### config.mk
export PLATFORM = sky130hd
export DESIGN_NAME = shift_add_mult_ctrl
export DESIGN_NICKNAME = d
export VERILOG_FILES = /design/src/rtl/shift_add_mult_ctrl_pkg.sv /design/src/rtl/shift_add_mult_ctrl_full_add_n_bit.sv /design/src/rtl/shift_add_mult_ctrl.sv
export SDC_FILE = /design/constraint.sdc
export NUM_CORES = 1
export LEC_CHECK = 0
export ABC_AREA = 1
export ABC_CLOCK_PERIOD_IN_PS = 5320
export BUFFER_PORTS_ARGS = -buffer_cell sky130_fd_sc_hd__buf_2
export CORE_MARGIN = 1
export CORE_UTILIZATION = 50
export CTS_CLUSTER_SIZE = 8
export DETAILED_ROUTE_END_ITERATION = 6
export GPL_ROUTABILITY_DRIVEN = 0
export HOLD_SLACK_MARGIN = 0.15
export PLACE_DENSITY = 0.74
export RECOVER_POWER = 50
export SLEW_MARGIN = 20
export SYNTH_ARGS = -nofsm -noshare
export SYNTH_HDL_FRONTEND = slang
export SYNTH_HIERARCHICAL = 1
export SYNTH_SLANG_ARGS = --single-unit
### constraint.sdc
create_clock -name clk -period 5.32 [get_ports clk]
set_input_delay 1.064 -clock clk [delete_from_list [all_inputs] [get_ports clk]]
set_output_delay 1.064 -clock clk [all_outputs]
set_load 0.02 [all_outputs]
### src/rtl/shift_add_mult_ctrl_pkg.sv
// Shared types for the shift-add multiplier controller.
// State encoding and default operand width.
package shift_add_mult_ctrl_pkg;

  localparam int DEF_N = 8;

  typedef enum logic [1:0] {
    ST_IDLE = 2'd0,
    ST_RUN  = 2'd1,
    ST_DONE = 2'd2
  } state_t;

endpackage

### src/rtl/shift_add_mult_ctrl_full_add_n_bit.sv
// N-bit ripple-carry adder with carry in/out.
// Used as the single accumulator adder of the multiplier.
module full_add_n_bit #(
  parameter int N = 8
) (
  input  logic [N-1:0] i_a,
  input  logic [N-1:0] i_b,
  input  logic         i_c_in,
  output logic [N-1:0] o_sum,
  output logic         o_c_out
);

  logic [N:0] w_c;

  assign w_c[0] = i_c_in;

  for (genvar i = 0; i < N; i++) begin : g_fa
    assign o_sum[i]  = i_a[i] ^ i_b[i] ^ w_c[i];
    assign w_c[i+1]  = (i_a[i] & i_b[i])
                     | (w_c[i] & (i_a[i] ^ i_b[i]));
  end

  assign o_c_out = w_c[N];

endmodule

### src/rtl/shift_add_mult_ctrl.sv
// Sequential shift-add unsigned multiplier, one bit per cycle.
// IDLE -> RUN (N cycles) -> DONE (1 cycle) -> IDLE.
module shift_add_mult_ctrl
  import shift_add_mult_ctrl_pkg::*;
#(
  parameter int N = DEF_N
) (
  input  logic           clk,
  input  logic           resetn,
  input  logic           start,
  input  logic [N-1:0]   a,
  input  logic [N-1:0]   b,
  output logic           ready,
  output logic           busy,
  output logic           done,
  output logic [2*N-1:0] product
);

  localparam int CW = $clog2(N + 1);

  state_t         r_state;
  logic [N-1:0]   r_mcand;
  logic [2*N-1:0] r_p;
  logic [CW-1:0]  r_count;

  logic [N-1:0]   w_addend;
  logic [N-1:0]   w_sum;
  logic           w_c;

  // Adding zero when P[0]=0 yields {0, P_hi} with no separate bypass path.
  assign w_addend = r_p[0] ? r_mcand : '0;

  full_add_n_bit #(
    .N(N)
  ) u_add (
    .i_a    (r_p[2*N-1:N]),
    .i_b    (w_addend),
    .i_c_in (1'b0),
    .o_sum  (w_sum),
    .o_c_out(w_c)
  );

  always_ff @(posedge clk or negedge resetn) begin
    if (!resetn) begin
      r_state <= ST_IDLE;
      r_mcand <= '0;
      r_p     <= '0;
      r_count <= '0;
    end else begin
      unique case (r_state)
        ST_IDLE: begin
          if (start) begin
            r_mcand <= a;
            r_p     <= {{N{1'b0}}, b};
            r_count <= '0;
            r_state <= ST_RUN;
          end
        end
        ST_RUN: begin
          r_p     <= {w_c, w_sum, r_p[N-1:1]};
          r_count <= r_count + 1'b1;
          if (r_count == CW'(N - 1)) begin
            r_state <= ST_DONE;
          end
        end
        ST_DONE: begin
          r_state <= ST_IDLE;
        end
        default: begin
          r_state <= ST_IDLE;
        end
      endcase
    end
  end

  assign ready   = (r_state == ST_IDLE);
  assign busy    = (r_state == ST_RUN);
  assign done    = (r_state == ST_DONE);
  assign product = r_p;

endmodule

==> results of run 1 <==
-- area by class of cell --
class,count,area [um^2],share of cell area [%]
sequential,30,751,40.8
multi-input combinational,137,723,39.3
timing repair buffer,37,183,9.92
inverter,22,82.6,4.48
tap,44,55.1,2.99
clock buffer,5,37.5,2.04
clock inverter,2,10.0,0.543
-- report_power, final --
part           switching [mW]  internal [mW]  leakage, nW
combinational           0.306          0.179        0.700
clock                  0.0782         0.0474       0.0308
sequential             0.0999          0.329        0.378
-- sequential cells by signal (all words and copies together) (netlist names) --
signal   flops
r_count      4
r_mcand      8
r_state      2
product     16
-- worst min path at each step --
stage            endpoint  depth (start not counted)  slack, ns
5_1_grt        r_mcand[4]                          2       0.52
4_1_cts        r_mcand[4]                          2       0.48
3_5_place_dp   r_mcand[4]                          2       0.46
2_1_floorplan  r_mcand[0]                          2       0.44
3_3_place_gp   r_mcand[4]                          2       0.46
6_report       r_mcand[7]                          2       0.48
-- tightest hold or removal path: cells and delay by family (launching register included) --
family | cells | cell delay, ns
and+or+nand+nor | 2 | 0.09
DFF | 1 | 0.35
-- through the flow --
step           setup WS, ns  cells  util, %  hold slack (ns)  power [mW]
2_1_floorplan          1.44    197        -            0.442       0.824
3_3_place_gp           1.49    270     58.5            0.455       0.918
3_5_place_dp           1.43    270     58.5            0.459       0.930
4_1_cts                1.40    277     60.0            0.481        1.05
5_1_grt                1.20    277     59.8            0.515        1.15
6_report               1.41    277     59.8            0.478        1.04
-- per-layer routing --
metal	vias up	GRT usage, %	share of wire (%)
met2	28	28.1	45
met1	580	24.9	48
li1	661	-	-
met5	-	0	0
met4	0	10.2	1.8
met3	4	6.77	4.9
-- cells in the mapped netlist, drive strengths merged --
master and instances:
inv 22, nand4 1, nand3 19, xnor2 1
nor2 3, buf 8, o21ai 3, dfrtp 30
ha 1, fa 8, conb 1, nand2 100
-- logic make-up after synthesis --
| family | after synthesis | synth area share [%] |
|---|---|---|
| and+or+nand+nor | 123 | 30.8 |
| buffers and inverters | 30 | 10.1 |
| DFF | 30 | 45.7 |
| adders and majority gates | 9 | 10.5 |
| AOI/OAI and AO/OA | 3 | 2.06 |
| xor gates and xnor gates | 1 | 0.533 |
| other | 1 | 0.228 |
==> metrics.log, run 1 <==
INFO  metric run_status = finished with violations
INFO  metric failed_checks = max-capacitance violations, max-slew violations
INFO  metric critPathLaunchType = register
INFO  metric total_number_of_cells_along_the_worst_setup_path = 16
INFO  metric syn_area = 1640 um^2
INFO  metric reg2reg_setup_slack = 1.41 ns
INFO  metric vdd_drop_max = 270 uV
INFO  metric layout.cell_area.non_filler = between 1500 and 2000 um^2
INFO  metric setup_violations = 0
INFO  metric cts_htree_levels = 2
INFO  metric layout_common_cells = sky130_fd_sc_hd__nand2_1 (100), sky130_fd_sc_hd__buf_2 (35), sky130_fd_sc_hd__dfrtp_1 (30), sky130_fd_sc_hd__inv_1 (20), sky130_fd_sc_hd__nand3_1 (19)
INFO  metric grt_pass1_vias = ~1,100
INFO  metric grt_antenna_before_repair = 0
INFO  metric worstHoldPathType = reg2reg
INFO  metric timing.final.hold_violations = 0
INFO  metric cts_repair_resize_count = 0
INFO  metric timing.critical_path.fanout_max = 10
INFO  metric fmaxAchievable = roughly 260 MHz
INFO  metric portBuffers = 37
INFO  metric slowest_stage = sky130_fd_sc_hd__dfrtp_1
INFO  metric setup-tns-final = 0 ns
INFO  metric fill_cells = 302
INFO  metric avgViaCountPerCell = between 4 and 5
INFO  metric timing.critical_path.buf_inv = 5
INFO  metric die_width = slightly below 60 um
INFO  metric global_route_wire_length_before_repair = roughly 4700 um
INFO  metric r2r-end = product[14]
INFO  metric total_length_of_routed_wires = ~2900 um
INFO  metric grt_setup_unrepaired = false
INFO  metric cts_tree = built
INFO  metric drt_first_iter_violations = between 40 and 50
INFO  metric rows = 20
INFO  metric cts_made_buffers = 5
INFO  metric netlist_top_cells_area = sky130_fd_sc_hd__dfrtp_1 (46%), sky130_fd_sc_hd__nand2_1 (23%), sky130_fd_sc_hd__fa_1 (9.7%), sky130_fd_sc_hd__nand3_1 (5.8%), sky130_fd_sc_hd__inv_1 (4.6%)
INFO  metric final.min_clock_period = approximately 4 ns
INFO  metric place_area = about 1800 um^2
INFO  metric crit_path_start = product[0]
INFO  metric postSynthNetCount = between 200 and 250
INFO  metric synth.ff_latch_count = 30
INFO  metric power_per_cell_area = around 560 nW/um^2
INFO  metric count_of_antenna_diodes_in_the_layout = 0
INFO  metric detail-route-antenna-nets = 0
INFO  metric ys_warn_count = 6
INFO  metric critical_path_arrival = ~4.2 ns
INFO  metric worstReg2RegStart = product[0]
INFO  metric drc = 0
INFO  metric detail_route.first_pass.iterations = 4
INFO  metric area_delta_synth_final = 12.1%
INFO  metric core = 3080 um^2
INFO  metric avgRoutedWirePerCell = between 10 and 15 um
INFO  metric setup.worst_path.end = product[14]
INFO  metric clockBufferDepth = 2
INFO  metric netlist-cell-type-count = 19
INFO  metric max_cap_violations = 1
INFO  metric total_leakage_power = ~1.1 nW
INFO  metric slew_viol_final = 31
INFO  metric io-pin-count = 38
INFO  metric grt_max_degree = 31
INFO  metric layout.cells.most_common = sky130_fd_sc_hd__nand2_1
INFO  metric timing.critical_path.slowest_cell_delay = 0.50 ns
INFO  metric start_util = a little over half
INFO  metric synth_top_cell_by_area = sky130_fd_sc_hd__dfrtp_1
INFO  metric postCtsSetupRepairBufs = 0
INFO  metric r2r_cells = 16
INFO  metric slew_margin_rel = -2.21%
INFO  metric die_area = 3520 um^2
INFO  metric clkSlewWorstSetupHoldPaths = approximately 0.090 ns
INFO  metric clock-skew-final = approximately 0.011 ns
INFO  metric chipHeight = about 59 um
INFO  metric design.final.nets = approximately 260
INFO  metric globalRouteOverflowTotal = 0
INFO  metric via_count = 1,273
INFO  metric synth.yosys.seq_area_share = a little under half
INFO  metric min-delay-start = r_mcand[7]
INFO  metric cts_num_sinks = 30
INFO  metric timing.setup.critical_path_class = reg2reg
INFO  metric synthesis.instances = roughly 200
INFO  metric worst_pin_slew = between 1.5 and 2 ns
INFO  metric netlist.area_leader.share = a little under half
INFO  metric globalRouteTotalUtil = a little under a fifth
INFO  metric worst_ep_required_time = 5.59 ns
INFO  metric ctsHoldBuffers = 0
INFO  metric setup.worst_path.end_class = register
INFO  metric crit_family = adder cells
INFO  metric final_hpwl_dp = 2080 um
INFO  metric clock_latency = 0.33 ns
INFO  metric synthesis.area_per_instance = between 8 and 9 um^2
INFO  metric drive_gt1_share = 20.6%
INFO  metric crit_path_cell_trace = nand2_1 -> inv_1 -> fa_1 -> inv_1 -> fa_1 -> inv_1 -> fa_1 -> fa_1 -> fa_1 -> fa_1 -> fa_1 -> inv_1 -> fa_1 -> inv_1 -> nand2_1 -> nand2_1
INFO  metric ctsRootBufferMaster = sky130_fd_sc_hd__clkbuf_4
INFO  metric final_min_period_over_clock_period = 73.5%
INFO  metric cp_common_cell = sky130_fd_sc_hd__fa_1
No activity file was read; power rests on OpenSTA's default activity.
==> run 2: changes to the inputs <==
--- a/config.mk
+++ b/config.mk
@@ -6,10 +6,10 @@
 export NUM_CORES = 1
 export LEC_CHECK = 0
 export ABC_AREA = 1
-export ABC_CLOCK_PERIOD_IN_PS = 5320
+export ABC_CLOCK_PERIOD_IN_PS = 3270
 export BUFFER_PORTS_ARGS = -buffer_cell sky130_fd_sc_hd__buf_2
 export CORE_MARGIN = 1
-export CORE_UTILIZATION = 50
+export CORE_UTILIZATION = 48
 export CTS_CLUSTER_SIZE = 8
 export DETAILED_ROUTE_END_ITERATION = 6
 export GPL_ROUTABILITY_DRIVEN = 0
==> constraint.sdc (replaced) <==
create_clock -name clk -period 3.27 [get_ports clk]
set_input_delay 0.654 -clock clk [delete_from_list [all_inputs] [get_ports clk]]
set_output_delay 0.654 -clock clk [all_outputs]
set_load 0.02 [all_outputs]
==> metrics.log, run 2 (synthesized netlist as in run 1, its figures left out) <==
INFO  metric min-delay-start = r_mcand[5]
INFO  metric grt_pass1_vias = between 1,000 and 1,500
INFO  metric die_width = between 60 and 70 um
INFO  metric cts_htree_levels = 2
INFO  metric grt.met2_usage = 33.4%
INFO  metric timing.final.hold_violations = 0
INFO  metric avgRoutedWirePerCell = 11.5 um
INFO  metric globalRouteOverflowTotal = 0
INFO  metric largest_register_ff_count = 16
INFO  metric area_delta_synth_final = 16.1%
INFO  metric setup_violations = 2
INFO  metric crit_family = adder cells
INFO  metric slowest_stage = sky130_fd_sc_hd__dfrtp_2
INFO  metric run_status = finished with violations
INFO  metric setup.worst_path.end_class = register
INFO  metric grt_setup_unrepaired = true
INFO  metric final_hpwl_dp = 2250 um
INFO  metric start_util = 52.1%
INFO  metric cp_common_cell = sky130_fd_sc_hd__fa_2
INFO  metric global_route_wire_length_before_repair = roughly 5300 um
INFO  metric clock-skew-final = between 0.01 and 0.015 ns
INFO  metric drive_gt1_share = 27.7%
INFO  metric layout_common_cells = sky130_fd_sc_hd__nand2_1 (99), sky130_fd_sc_hd__buf_2 (36), sky130_fd_sc_hd__dfrtp_1 (28), sky130_fd_sc_hd__nand3_1 (19), sky130_fd_sc_hd__inv_1 (16)
INFO  metric finalHoldWorstSlack = approximately 0.48 ns
INFO  metric min_path_cells = 2
INFO  metric count_of_antenna_diodes_in_the_layout = 0
INFO  metric power_per_cell_area = 947 nW/um^2
INFO  metric timing.setup.critical_path_class = reg2reg
INFO  metric critPathLaunchType = register
INFO  metric worstReg2RegStart = product[0]
INFO  metric worst_ep_required_time = about 3.6 ns
INFO  metric grt_max_degree = 31
INFO  metric timing.critical_path.buf_inv = 5
INFO  metric design.final.nets = roughly 270
INFO  metric worst_pin_slew = 1.60 ns
INFO  metric final_min_period_over_clock_period = 108%
INFO  metric core = between 3000 and 4000 um^2
INFO  metric timing.critical_path.fanout_max = 2
INFO  metric cts_tree = built
INFO  metric vdd_drop_max = 445 uV
INFO  metric rows = 20
INFO  metric clock_latency = 0.35 ns
INFO  metric fmaxAchievable = about 280 MHz
INFO  metric drc = 0
INFO  metric clkSlewWorstSetupHoldPaths = around 0.090 ns
INFO  metric gr-usage-met1 = 25.2%
INFO  metric max_cap_violations = 1
INFO  metric worstHoldPathType = reg2reg
INFO  metric setup_slack = -0.269 ns
INFO  metric timing.critical_path.slowest_cell_delay = 0.42 ns
INFO  metric utilization = between 60 and 70%
INFO  metric detail-route-antenna-nets = 0
INFO  metric drt_first_iter_violations = 45
INFO  metric reg2reg_setup_slack = -0.27 ns
INFO  metric failed_checks = max-capacitance violations, max-slew violations, negative setup slack
INFO  metric detail_route.first_pass.iterations = 4
INFO  metric total_length_of_routed_wires = ~3200 um
INFO  metric crit_path_cell_trace = nand2_2 -> inv_2 -> fa_2 -> inv_2 -> fa_2 -> inv_2 -> fa_2 -> fa_2 -> fa_2 -> fa_2 -> fa_2 -> inv_2 -> fa_1 -> inv_1 -> nand2_1 -> nand2_1
INFO  metric io-pin-count = 38
INFO  metric slew_margin_rel = -6.39%
INFO  metric cts_num_sinks = 30
INFO  metric hold_path_end = r_mcand[5]
INFO  metric r2r_cells = 16
INFO  metric avgViaCountPerCell = around 4.7
INFO  metric chipHeight = roughly 60 um
INFO  metric total_leakage_power = around 1.1 nW
INFO  metric portBuffers = 37
INFO  metric cts_made_buffers = 5
INFO  metric grt_antenna_before_repair = 0
INFO  metric clockBufferDepth = 2
INFO  metric globalRouteTotalUtil = ~20%
INFO  metric slew_viol_final = 31
INFO  metric grt_busiest_layer = met2
INFO  metric final.min_clock_period = ~3.5 ns
INFO  metric ctsRootBufferMaster = sky130_fd_sc_hd__clkbuf_4
INFO  metric critical_path_arrival = 3.82 ns
INFO  metric die_area = around 3700 um^2
INFO  metric r2r-end = product[14]
INFO  metric layout.cells.most_common = sky130_fd_sc_hd__nand2_1
INFO  metric grt_use_met3 = around 4.5%
INFO  metric via_count = about 1,300
[run 2: cell types whose count changed in the layout (fill, tap and decap cells not counted)]
cell                       before  now
sky130_fd_sc_hd__fa_1           8    1
sky130_fd_sc_hd__inv_1         20   16
sky130_fd_sc_hd__dfrtp_1       30   28
sky130_fd_sc_hd__clkinv_2       2    0
sky130_fd_sc_hd__fa_2           0    7
sky130_fd_sc_hd__inv_2          2    6
sky130_fd_sc_hd__nand2_2        0    1
sky130_fd_sc_hd__dfrtp_2        0    2
sky130_fd_sc_hd__clkbuf_8       0    1
sky130_fd_sc_hd__nand2_1      100   99
sky130_fd_sc_hd__clkbuf_1       2    3
sky130_fd_sc_hd__buf_2         35   36
sky130_fd_sc_hd__buf_4          0    4
[run 2: report_power, final]
group          switching [mW]  internal, mW
sequential              0.155         0.538
clock                   0.130         0.106
combinational           0.544         0.334
total                   0.829         0.978
[run 2: per-layer routing]
metal / routed length [um] / vias up
li1: - / 670
met5: 0 / -
met2: 1580 / 37
met3: 156 / 5
met4: 51 / 0
met1: 1440 / 626
[run 2: stage by stage]
step	power (mW)	worst slack (ns)	cells	TNS, ns	cell area [um^2]
CTS	1.81	-0.273	281	-0.313	1900
detailed placement	1.58	-0.373	273	-0.553	1840
floorplan	1.36	-0.327	197	-0.432	1670
finish	1.81	-0.269	282	-0.297	1910
global placement	1.54	-0.319	273	-0.419	1840
global route	1.99	-0.398	282	-0.578	1910
[run 2: how the worst max path moves through the flow]
| stage | cells past startpoint | start | endpoint | slack (ns) |
|---|---|---|---|---|
| 3_5_place_dp | 16 | product[0] | product[14] | -0.37 |
| 2_1_floorplan | 14 | product[8] | product[14] | -0.33 |
| 4_1_cts | 16 | product[0] | product[14] | -0.27 |
| 6_report | 16 | product[0] | product[14] | -0.27 |
| 5_1_grt | 16 | product[0] | product[14] | -0.40 |
| 3_3_place_gp | 16 | product[0] | product[14] | -0.32 |
[run 2: area by class of cell]
class                           count  area [um^2]
Multi-Input combinational cell    137          743
Timing Repair Buffer               41          214
Fill cell                         303         1250
Sequential cell                    30          753
Tap cell                           44         55.1
Inverter                           22         82.6
Clock buffer                        8         58.8
[run 2: what timing repair did]
action                     in CTS  in global routing
pin swaps                       7                  0
gates resized for setup         1                  1
setup endpoints to repair       3                  3
hold buffers                    0                  0
setup buffers                   0                  1
[run 2: worst register-to-register path, cell delays in order, from the launching register on]
cell and delay, ns:
sky130_fd_sc_hd__dfrtp_2 0.42, sky130_fd_sc_hd__nand2_2 0.06, sky130_fd_sc_hd__inv_2 0.04, sky130_fd_sc_hd__fa_2 0.35, sky130_fd_sc_hd__inv_2 0.06, sky130_fd_sc_hd__fa_2 0.18, sky130_fd_sc_hd__inv_2 0.04, sky130_fd_sc_hd__fa_2 0.33
sky130_fd_sc_hd__fa_2 0.34, sky130_fd_sc_hd__fa_2 0.35, sky130_fd_sc_hd__fa_2 0.35, sky130_fd_sc_hd__fa_2 0.34, sky130_fd_sc_hd__inv_2 0.06, sky130_fd_sc_hd__fa_1 0.40, sky130_fd_sc_hd__inv_1 0.06, sky130_fd_sc_hd__nand2_1 0.05
sky130_fd_sc_hd__nand2_1 0.05
==> run 3: changes to the inputs <==
--- a/config.mk
+++ b/config.mk
@@ -5,19 +5,19 @@
 export SDC_FILE = /design/constraint.sdc
 export NUM_CORES = 1
 export LEC_CHECK = 0
-export ABC_AREA = 1
 export ABC_CLOCK_PERIOD_IN_PS = 3270
 export BUFFER_PORTS_ARGS = -buffer_cell sky130_fd_sc_hd__buf_2
 export CORE_MARGIN = 1
-export CORE_UTILIZATION = 48
+export CORE_UTILIZATION = 47
 export CTS_CLUSTER_SIZE = 8
 export DETAILED_ROUTE_END_ITERATION = 6
 export GPL_ROUTABILITY_DRIVEN = 0
 export HOLD_SLACK_MARGIN = 0.15
-export PLACE_DENSITY = 0.74
+export PLACE_DENSITY = 0.73
 export RECOVER_POWER = 50
 export SLEW_MARGIN = 20
 export SYNTH_ARGS = -nofsm -noshare
 export SYNTH_HDL_FRONTEND = slang
 export SYNTH_HIERARCHICAL = 1
 export SYNTH_SLANG_ARGS = --single-unit
+export TNS_END_PERCENT = 30
==> metrics.log, run 3 <==
INFO  metric run_status = finished with violations
INFO  metric failed_checks = max-capacitance violations, max-slew violations, negative setup slack
INFO  metric portBuffers = 37
INFO  metric clock-skew-final = 0.0140 ns
INFO  metric layout_common_cells = sky130_fd_sc_hd__nand2_1 (44), sky130_fd_sc_hd__buf_2 (29), sky130_fd_sc_hd__dfrtp_1 (28), sky130_fd_sc_hd__nand3_2 (10)
INFO  metric worstHoldPathType = reg2reg
INFO  metric grt_antenna_before_repair = 0
INFO  metric ys_warn_count = 6
INFO  metric postSynthNetCount = ~190
INFO  metric rows = 20
INFO  metric synth.top_cells.by_count = sky130_fd_sc_hd__nand2_1 (44), sky130_fd_sc_hd__dfrtp_1 (30), sky130_fd_sc_hd__inv_1 (11)
INFO  metric grt_pass1_vias = approximately 1,200
INFO  metric layout.cells.most_common = sky130_fd_sc_hd__nand2_1
INFO  metric drive_gt1_share = roughly a third
INFO  metric setup_violations = 2
INFO  metric via_count = ~1,200
INFO  metric critPathLaunchType = register
INFO  metric vdd_drop_max = about 540 uV
INFO  metric final_hpwl_dp = around 2100 um
INFO  metric ctsHoldBuffers = 0
INFO  metric chipHeight = roughly 60 um
INFO  metric drc = 0
INFO  metric netlist_top_cells_area = sky130_fd_sc_hd__dfrtp_1 (47%), sky130_fd_sc_hd__nand2_1 (10%), sky130_fd_sc_hd__fa_1 (10%), sky130_fd_sc_hd__nand3_2 (6.3%), sky130_fd_sc_hd__and2_1 (3.2%)
INFO  metric ctsRootBufferMaster = sky130_fd_sc_hd__clkbuf_4
INFO  metric postCtsSetupRepairBufs = 0
INFO  metric cts_htree_levels = 2
INFO  metric grt_setup_unrepaired = true
INFO  metric fmaxAchievable = 281 MHz
INFO  metric setup-tns-final = -0.372 ns
INFO  metric worst_ep_required_time = around 3.5 ns
INFO  metric count_of_antenna_diodes_in_the_layout = 0
INFO  metric largest_register_ff_count = 16
INFO  metric globalRouteTotalUtil = roughly a fifth
INFO  metric non_filler_cells_final = about 250
INFO  metric place_area = around 1800 um^2
INFO  metric critical_path_arrival = around 3.8 ns
INFO  metric finalHoldWorstSlack = 0.474 ns
INFO  metric netlist-cell-type-count = 29
INFO  metric global_route_wire_length_before_repair = 5270 um
INFO  metric post-place-cells = between 200 and 250
INFO  metric met1_length = 1440 um
INFO  metric synth.ff_latch_count = 30
INFO  metric area_delta_synth_final = 21.3%
INFO  metric synth_top_flop_cell = sky130_fd_sc_hd__dfrtp_1
INFO  metric post_place_setup_slack = -0.403 ns
INFO  metric avgViaCountPerCell = about 4.9
INFO  metric clockBufferDepth = 2
INFO  metric total_leakage_power = 0.945 nW
INFO  metric start_util = about half
INFO  metric total_length_of_routed_wires = between 3000 and 4000 um
INFO  metric timing.setup.critical_path_class = reg2reg
INFO  metric met3WireLength = roughly 130 um
INFO  metric final_min_period_over_clock_period = 109%
INFO  metric synth_top_cell_by_area = sky130_fd_sc_hd__dfrtp_1
INFO  metric io-pin-count = 38
INFO  metric clkSlewWorstSetupHoldPaths = roughly 0.1 ns
INFO  metric wl_met2 = 1420 um
INFO  metric yosysMostFrequentCell = sky130_fd_sc_hd__nand2_1
INFO  metric synthesis.instances = 160
INFO  metric setup.worst_path.end_class = register
INFO  metric globalRouteOverflowTotal = 0
INFO  metric power_per_cell_area = about 1100 nW/um^2
INFO  metric synthesis.area_per_instance = 9.88 um^2
INFO  metric die_area = 3600 um^2
INFO  metric detail_route.first_pass.iterations = 4
INFO  metric worst_pin_slew = ~1.5 ns
INFO  metric syn_area = between 1500 and 2000 um^2
INFO  metric asyncSetResetFlopFracSynth = 100%
INFO  metric design.final.nets = approximately 230
INFO  metric detail-route-antenna-nets = 0
INFO  metric layout.cell_area.non_filler = approximately 1900 um^2
INFO  metric highest-signal-layer = met4
INFO  metric core = approximately 3100 um^2
INFO  metric timing.critical_path.fanout_max = 2
INFO  metric fill_cells = a little under 300
INFO  metric netlist.area_leader.share = between 40% and 50%
INFO  metric slew_viol_final = 31
INFO  metric number_of_synthesized_flops_with_an_enable_pin = 0
INFO  metric slew_margin_rel = -3.18%
INFO  metric cts_made_buffers = 5
INFO  metric utilization = about three fifths
INFO  metric avgRoutedWirePerCell = between 10 and 15 um
INFO  metric timing.final.hold_violations = 0
INFO  metric clock_latency = between 0.3 and 0.4 ns
INFO  metric power_total = between 2 and 2.5 mW
INFO  metric drt_first_iter_violations = 35
INFO  metric cts_tree = built
INFO  metric die_width = between 60 and 70 um
INFO  metric grt_max_degree = 31
INFO  metric max_cap_violations = 1
INFO  metric cts_num_sinks = 30
INFO  metric synth.yosys.seq_area_share = 47.5%
INFO  metric final.min_clock_period = ~3.6 ns
INFO  metric setup_slack = -0.292 ns
run 3: changes by cell type in the layout (fill, tap and decap cells not counted), sizes merged, moves of 5 or more:
cell | before | now
nand3 | 19 | 10
and2 | 0 | 8
inv | 22 | 11
o22ai | 0 | 7
nor3 | 0 | 8
clkbuf | 9 | 14
nand2 | 100 | 45
buf | 40 | 33
nor2 | 3 | 8
run 3: area by class of cell:
| class | count | area [um^2] | area share (%) |
|---|---|---|---|
| clock buffer | 6 | 51.3 | 2.67 |
| clock inverter | 2 | 60.1 | 3.13 |
| sequential | 30 | 753 | 39.3 |
| inverter | 11 | 41.3 | 2.15 |
| tap | 44 | 55.1 | 2.87 |
| multi-input combinational | 111 | 752 | 39.2 |
| timing repair buffer | 41 | 205 | 10.7 |
run 3: metal layers:
layer	vias to the layer above	track usage [%]
met5	-	0
met4	0	10.6
met3	9	4.98
met2	33	33.2
met1	573	25.9
li1	589	-
run 3: what timing repair did:
| item | 4_1_cts | 5_1_grt |
|---|---|---|
| endpoints found under the hold margin | 0 | 0 |
| gates resized for setup | 0 | 0 |
| pin swaps | 6 | 0 |
| endpoints found under the setup margin | 3 | 3 |
run 3: power by group:
part	switching [mW]	leakage (nW)	internal, mW
Sequential	0.156	0.364	0.558
Clock	0.134	0.0585	0.259
Combinational	0.625	0.523	0.402
Total	0.915	0.945	1.22
run 3: kinds of logic after synthesis:
logic type,synth area share (%)
muxes,1.27
buffers and inverters,6.25
AOI/OAI and AO/OA,5.06
and+or+nand+nor,28.8
adders and majority gates,10.9
DFF,47.5
other,0.237
run 3: worst paths after layout:
path                            start           to  slack [ns]  depth (start not counted)
setup / recovery           product[0]  product[14]       -0.29                         15
min in group asynchronous      resetn   product[7]        0.68                          1
hold / removal             r_mcand[4]   r_mcand[4]        0.47                          2
setup reg to reg           product[0]  product[14]       -0.29                         15
max in group asynchronous      resetn   product[0]        1.57                          1
hold reg to reg            r_mcand[4]   r_mcand[4]        0.47                          2
run 3: worst max-delay path, cell delays in order (launching register included):
cell and delay [ns]:
sky130_fd_sc_hd__dfrtp_2 0.41, sky130_fd_sc_hd__and2_4 0.16, sky130_fd_sc_hd__fa_2 0.34, sky130_fd_sc_hd__inv_2 0.08, sky130_fd_sc_hd__fa_2 0.18, sky130_fd_sc_hd__inv_2 0.04
sky130_fd_sc_hd__fa_2 0.33, sky130_fd_sc_hd__fa_2 0.34, sky130_fd_sc_hd__fa_2 0.34, sky130_fd_sc_hd__fa_2 0.34, sky130_fd_sc_hd__fa_2 0.34, sky130_fd_sc_hd__inv_2 0.06
sky130_fd_sc_hd__fa_1 0.39, sky130_fd_sc_hd__inv_1 0.06, sky130_fd_sc_hd__nand2_1 0.04, sky130_fd_sc_hd__nand2_1 0.05
